[src/rtl/bus_sequencer.sv]
// -----------------------------------------------------------------------------
// bus_sequencer
//   Power-on reset sequencer, address decoder and bus-cycle (DTACK/BERR)
//   generator for a 68000-style CPU with boot PROM and SRAM.
//
//   After NRESET_IN releases, RESET/HALT stay high for RESET_CYCLES clocks,
//   then RUN rises. While running, a strobed access is decoded into
//   PROM/SRAM chip selects. The bus FSM acknowledges it after a per-region
//   number of wait states, or signals BERR for an unmapped address. The
//   first write into the lower region ends boot mode. After that, lower
//   reads come from SRAM instead of PROM.
//
// Ports
//   CPUCLK_IN           in   sole clock, rising edge
//   NRESET_IN           in   asynchronous active-low reset
//   AS_IN/UDS_IN/LDS_IN in   active-high address / data strobes
//   WR_IN               in   1 = write cycle
//   STEPEN_IN, STEP_IN  in   single-step enable and step button
//   ADDR_IN[23:0]       in   CPU address
//   RESET, HALT, RUN    out  registered reset-sequencer outputs
//   DTACK, BERR         out  registered bus-cycle termination
//   PROMCS0/1, SRAMCS0/1, OE  out  combinational selects (0 = UDS, 1 = LDS)
//   BOOTSTRAPPED        out  registered, set by first lower-region write
//   STATE_DBG_O[2:0]    out  current bus FSM state
//
// Handshake: DTREQ (RUN & AS & (UDS|LDS)) is the request and stays high
//   until the cycle ends. DTACK or BERR is the response and is held until
//   DTREQ drops. If DTREQ drops before a response, the cycle is abandoned.
// -----------------------------------------------------------------------------
module bus_sequencer #(
  parameter int unsigned RESET_CYCLES = 10000,
  parameter int unsigned PROM_WAIT    = 2,
  parameter int unsigned SRAM_WAIT    = 0,
  parameter int unsigned BERR_CYCLES  = 64
) (
  input  logic        CPUCLK_IN,
  input  logic        NRESET_IN,
  input  logic        AS_IN,
  input  logic        UDS_IN,
  input  logic        LDS_IN,
  input  logic        WR_IN,
  input  logic        STEPEN_IN,
  input  logic        STEP_IN,
  input  logic [23:0] ADDR_IN,
  output logic        RESET,
  output logic        HALT,
  output logic        RUN,
  output logic        DTACK,
  output logic        BERR,
  output logic        PROMCS0,
  output logic        PROMCS1,
  output logic        SRAMCS0,
  output logic        SRAMCS1,
  output logic        OE,
  output logic        BOOTSTRAPPED,
  output logic [2:0]  STATE_DBG_O
);

  typedef enum logic [2:0] {
    S_IDLE  = 3'd0,
    S_WAIT  = 3'd1,
    S_STEP  = 3'd2,
    S_ACK   = 3'd3,
    S_PAUSE = 3'd4,
    S_ERR   = 3'd5
  } state_t;

  localparam logic [19:0] RST_END = 20'(RESET_CYCLES);
  localparam logic [7:0]  PW      = 8'(PROM_WAIT);
  localparam logic [7:0]  SW      = 8'(SRAM_WAIT);
  localparam logic [7:0]  BW      = 8'(BERR_CYCLES);

  // ---------------------------------------------------------------------------
  // Reset sequencer
  // ---------------------------------------------------------------------------
  logic [19:0] rst_cnt_q, rst_cnt_d;
  logic        run_q, run_d;
  logic        hold_q, hold_d;

  always_comb begin
    rst_cnt_d = rst_cnt_q;
    run_d     = run_q;
    // The counter freezes once RUN is up, so it never wraps.
    if (!run_q) begin
      rst_cnt_d = rst_cnt_q + 20'd1;
      if (rst_cnt_d == RST_END) run_d = 1'b1;
    end
    hold_d = ~run_d;
  end

  // ---------------------------------------------------------------------------
  // Address decode and chip selects
  // ---------------------------------------------------------------------------
  logic boot_q, boot_d;
  logic lower, upper, unmapped;
  logic prom_sel, sram_sel;
  logic asreq, dtreq;

  always_comb begin
    lower    = (ADDR_IN[23:20] == 4'h0);
    upper    = (ADDR_IN[23:20] == 4'hF);
    unmapped = ~lower & ~upper;
    prom_sel = upper | (lower & ~WR_IN & ~boot_q);
    sram_sel = lower & (WR_IN | boot_q);
    asreq    = run_q & AS_IN;
    dtreq    = asreq & (UDS_IN | LDS_IN);
  end

  assign PROMCS0 = asreq & prom_sel & UDS_IN;
  assign PROMCS1 = asreq & prom_sel & LDS_IN;
  assign SRAMCS0 = asreq & sram_sel & UDS_IN;
  assign SRAMCS1 = asreq & sram_sel & LDS_IN;
  assign OE      = asreq & (prom_sel | sram_sel) & ~WR_IN;

  // ---------------------------------------------------------------------------
  // Bus-cycle FSM
  // ---------------------------------------------------------------------------
  state_t      state_q, state_d;
  logic [7:0]  wait_q, wait_d;
  logic        stepen_q, stepen_d;
  logic        unmap_q, unmap_d;
  logic        dtack_q, dtack_d;
  logic        berr_q, berr_d;
  logic [7:0]  load_val;
  state_t      tgt_live, tgt_latched;

  always_comb begin
    load_val    = unmapped ? BW : (prom_sel ? PW : SW);
    tgt_live    = unmapped ? S_ERR : (STEPEN_IN ? S_STEP : S_ACK);
    tgt_latched = unmap_q  ? S_ERR : (stepen_q  ? S_STEP : S_ACK);
  end

  always_comb begin
    state_d  = state_q;
    wait_d   = wait_q;
    stepen_d = stepen_q;
    unmap_d  = unmap_q;
    boot_d   = boot_q;

    unique case (state_q)
      S_IDLE: begin
        if (dtreq) begin
          stepen_d = STEPEN_IN;
          unmap_d  = unmapped;
          // Unmapped writes are excluded because they are not LOWER.
          if (lower && WR_IN) boot_d = 1'b1;
          // A zero wait count skips WAIT so the response comes one edge
          // after the request is first seen. In general it comes on edge N+1.
          if (load_val == 8'd0) begin
            state_d = tgt_live;
          end else begin
            wait_d  = load_val;
            state_d = S_WAIT;
          end
        end
      end
      S_WAIT: begin
        wait_d = wait_q - 8'd1;
        if (!dtreq) begin
          state_d = S_IDLE;
        end else if (wait_q <= 8'd1) begin
          state_d = tgt_latched;
        end
      end
      S_STEP: begin
        if (!dtreq)       state_d = S_IDLE;
        else if (STEP_IN) state_d = S_ACK;
      end
      S_ACK: begin
        // With a held step button, PAUSE makes sure one press completes
        // only one bus cycle.
        if (!dtreq) state_d = (stepen_q && STEP_IN) ? S_PAUSE : S_IDLE;
      end
      S_PAUSE: begin
        if (!STEP_IN) state_d = S_IDLE;
      end
      S_ERR: begin
        if (!dtreq) state_d = S_IDLE;
      end
      default: state_d = S_IDLE;
    endcase

    // Responses are registered from the next state. This keeps DTACK and
    // BERR mutually exclusive and free of glitches.
    dtack_d = (state_d == S_ACK);
    berr_d  = (state_d == S_ERR);
  end

  always_ff @(posedge CPUCLK_IN or negedge NRESET_IN) begin
    if (!NRESET_IN) begin
      rst_cnt_q <= '0;
      run_q     <= 1'b0;
      hold_q    <= 1'b1;
      state_q   <= S_IDLE;
      wait_q    <= '0;
      stepen_q  <= 1'b0;
      unmap_q   <= 1'b0;
      dtack_q   <= 1'b0;
      berr_q    <= 1'b0;
      boot_q    <= 1'b0;
    end else begin
      rst_cnt_q <= rst_cnt_d;
      run_q     <= run_d;
      hold_q    <= hold_d;
      state_q   <= state_d;
      wait_q    <= wait_d;
      stepen_q  <= stepen_d;
      unmap_q   <= unmap_d;
      dtack_q   <= dtack_d;
      berr_q    <= berr_d;
      boot_q    <= boot_d;
    end
  end

  assign RESET        = hold_q;
  assign HALT         = hold_q;
  assign RUN          = run_q;
  assign DTACK        = dtack_q;
  assign BERR         = berr_q;
  assign BOOTSTRAPPED = boot_q;
  assign STATE_DBG_O  = state_q;

endmodule
[config.mk]
export PLATFORM = sky130hd
export DESIGN_NAME = bus_sequencer
export DESIGN_NICKNAME = d
export VERILOG_FILES = /design/src/rtl/bus_sequencer.sv
export SDC_FILE = /design/constraint.sdc
export NUM_CORES = 1
export LEC_CHECK = 0
export ABC_AREA = 1
export CAP_MARGIN = 0
export CORE_ASPECT_RATIO = 0.5
export CORE_MARGIN = 2
export CORE_UTILIZATION = 40
export CTS_CLUSTER_SIZE = 20
export DETAILED_ROUTE_END_ITERATION = 16
export SKIP_LAST_GASP = 1
export SLEW_MARGIN = 20
export SYNTH_ARGS = -nofsm -noshare
export SYNTH_HDL_FRONTEND = slang
export SYNTH_SLANG_ARGS = --single-unit
[constraint.sdc]
create_clock -name CPUCLK_IN -period 1.95 [get_ports CPUCLK_IN]
set_input_delay 0.39 -clock CPUCLK_IN [delete_from_list [all_inputs] [get_ports CPUCLK_IN]]
set_output_delay 0.39 -clock CPUCLK_IN [all_outputs]
set_load 0.01 [all_outputs]
==> results.toml <==
[placement]
post-place-ws_ns = -0.4923
hpwlAfterDp_mm = 4.093
io_buffer_count = 25
place_congestion = 0.8930

[global_routing]
grt_overflow = 0
grt_pass1_vias = 2064
antenna_found_initial = 0
grt_first_pass_wirelength_mm = 9.453
grt_usage_pct = 18.54
grt_max_degree = 29

[detailed_routing]
avgViaCountPerCell = 4.929
drtPass1Iterations = 4
wl_per_cell_um = 12.06
final_antenna_net_count = 0
drc = 0
drt_iter0_drc = 141
via_count = 2213
finalWirelength_mm = 5.414

[logic_synthesis]
synth.net_count = 370
avgSynthCellArea_um2 = 6.938
yosysMostFrequentCell = "nand2_1"
yosys_warnings = 0
synth_area_leaders = "dfrtp_1 40%, nand2_1 17%, nor2_1 7.5%"
ys_top_cells_by_count = "107 x nand2_1, 46 x nor2_1, 37 x dfrtp_1"
syn_inst = 334
synthFlopType = "dfrtp_1"
synth_top_area_share_pct = 39.96
yosysTopAreaCell = "dfrtp_1"
async_flop_share_pct = 100.0
synth-edff-count = 0
synth-seq-cells = 38
syn_area_um2 = 2317
synth.distinct_cells = 30
ys_seq_area_share_pct = 41.09

[sta]
hold_ws_ns = 0.1176
fmax_ghz = 0.5355
setup-violations-final = 0
hold_viol_final = 0
min_period_ns = 1.867
layout_worst_path_cycle_share_pct = 95.77
slew_headroom_pct = 57.87
worst_slack_ns = 0.08254
finalClockSkew_ns = 0.002968
slew_viol_final = 0
worst_pin_slew_ns = 0.6320

[worst_setup_path]
slowest_stage = "clkdlybuf4s50_1"
startpoint = "AS_IN"
critPathKind = "primary input to primary output"
startpoint_type = "primary input"
critical-path-max-stage-delay_ns = 0.47
rr_worst_depth = 10
r2r_start = "rst_cnt_q[0]"
cp_max_fo = 4
end_kind = "primary output"
path_cells = "clkdlybuf4s50_1 -> nand2_1 -> nor3b_1 -> dlygate4sd2_1"
crit_end = "OE"
worstReg2RegEnd = "HALT"
worstPathArrival_ns = 1.48
cp_data_required_time_ns = 1.56
r2r_slack_ns = 0.21

[cells_and_area]
seqCellArea_um2 = 954.7
nFillCells = 534
multiInputGateArea_um2 = 1220
fin_nets = 411
drive_gt1_share_pct = 11.97
antenna_cells = 0
syn2layout_area_growth_pct = 26.84

[hold_path]
hp-class = "primary input to asynchronous set/reset pin"

[floorplanning]
io_pins = 46
std_cell_rows = 19
dieArea_um2 = 6455
core_area_um2 = 5539
die_w_um = 111.6
die_h_um = 57.82
start_util_pct = 41.83

[clock_tree]
path_clk_slew_ns = 0.06
cts_root_buffer = "clkbuf_16"
clk_latency_ns = 0.29
cts_max_level = 2
cts_tree = "yes"
post_cts_buffers = 0
cts_made_buffers = 5
clockBufferDepth = 2
clock_sinks = 38
cts_hold_buf = 0

[power_and_ir_drop]
ir_worst_vdd_mv = 0.3574
p_leak_nw = 1.322
p_per_area_nw_per_um2 = 694.9

[outcome]
status = "finished, final reports clean"

[run]
cap_violations = 0
==> layout make-up <==
type / count / share of cell area [%]
Tap cell: 73 / 3.108
Sequential cell: 38 / 32.48
Timing Repair Buffer: 39 / 11.54
Multi-Input combinational cell: 255 / 41.51
Clock inverter: 2 / 2.043
Clock buffer: 6 / 4.725
Inverter: 36 / 4.598
==> through the flow <==
stage / util [%] / area [µm²] / total power, mW / setup TNS (ns) / instances
after floorplan: - / 2317 / 0.8902 / 0 / 334
after global placement: 49.38 / 2735 / 0.9526 / -3.053 / 441
after detailed placement: 49.38 / 2735 / 0.9556 / -3.029 / 441
after CTS: 52.81 / 2925 / 2.073 / 0 / 449
after global routing: 53.06 / 2939 / 2.115 / -0.03230 / 449
final: 53.06 / 2939 / 2.042 / 0 / 449
==> critical path: cells and delay by family <==
kind          cells  cell delay [ns]
simple gates      2             0.31
buf+inv           2             0.77
==> worst min path at each step <==
| stage | from | end | slack (ns) | cells past startpoint |
|---|---|---|---|---|
| after CTS | NRESET_IN | rst_cnt_q[2] | 0.14 | 1 |
| after global routing | NRESET_IN | rst_cnt_q[2] | 0.18 | 1 |
| after floorplan | NRESET_IN | BERR | 0.09 | 0 |
| after global placement | NRESET_IN | rst_cnt_q[2] | 0.44 | 1 |
| final | NRESET_IN | rst_cnt_q[2] | 0.12 | 1 |
| after detailed placement | NRESET_IN | rst_cnt_q[2] | 0.45 | 1 |
==> sequential cells by signal (all words and copies together), names as in the netlist <==
register / flops
rst_cnt_q: 20
wait_q: 8
STATE_DBG_O: 3
BERR: 1
BOOTSTRAPPED: 1
DTACK: 1
HALT: 1
RUN: 1
stepen_q: 1
unmap_q: 1
==> cells by family (layout without fill, tap and decap cells) <==
| group | count (synthesis) | count (layout) | share of synthesized area [%] |
|---|---|---|---|
| simple gates | 193 | 193 | 35.10 |
| fa+ha+maj | 4 | 4 | 2.160 |
| buf+inv | 41 | 83 | 6.857 |
| xor+xnor | 10 | 10 | 3.780 |
| flops | 38 | 38 | 41.09 |
| compound gates | 48 | 48 | 11.01 |
==> cell usage in the layout, fill, tap and decap left out, drive strengths merged <==
cell type	n
nor3b	1
clkdlybuf4s15	2
o21ai	37
bufinv	2
nand3	17
dfrtp	37
clkinv	1
ha	4
or2	2
nor2	52
clkbuf	6
buf	17
xor2	8
inv	35
nor3	6
a32o	1
nand2	109
nand3b	1
dlygate4sd2	5
nand4	5
a21oi	5
xnor2	2
clkdlybuf4s50	14
a31oi	2
dfstp	1
dlymetal6s2s	1
o21bai	2
o31ai	1
==> routing by layer <==
layer | global-route usage, % | share of wire, % | up-vias
li1 | - | - | 1151
met1 | 23.74 | 48 | 1011
met5 | 0 | 0 | -
met2 | 31.86 | 46 | 46
met3 | 3.766 | 4.0 | 5
met4 | 6.878 | 1.4 | 0
==> what timing repair did <==
| action | 4_1_cts | 5_1_grt |
|---|---|---|
| gates resized for setup | 21 | 5 |
| endpoints found under the setup margin | 5 | 6 |
| pin swaps | 6 | 3 |
==> power breakdown <==
part | internal [mW] | switching [mW] | total, mW | leakage, nW
clock network | 0.768 | 0.336 | 1.10 | 0.0971
registers | 0.804 | 0.0167 | 0.821 | 0.498
logic | 0.0551 | 0.0617 | 0.117 | 0.727
total | 1.63 | 0.415 | 2.04 | 1.32
Note: power is estimated with default switching activity, not from simulation.
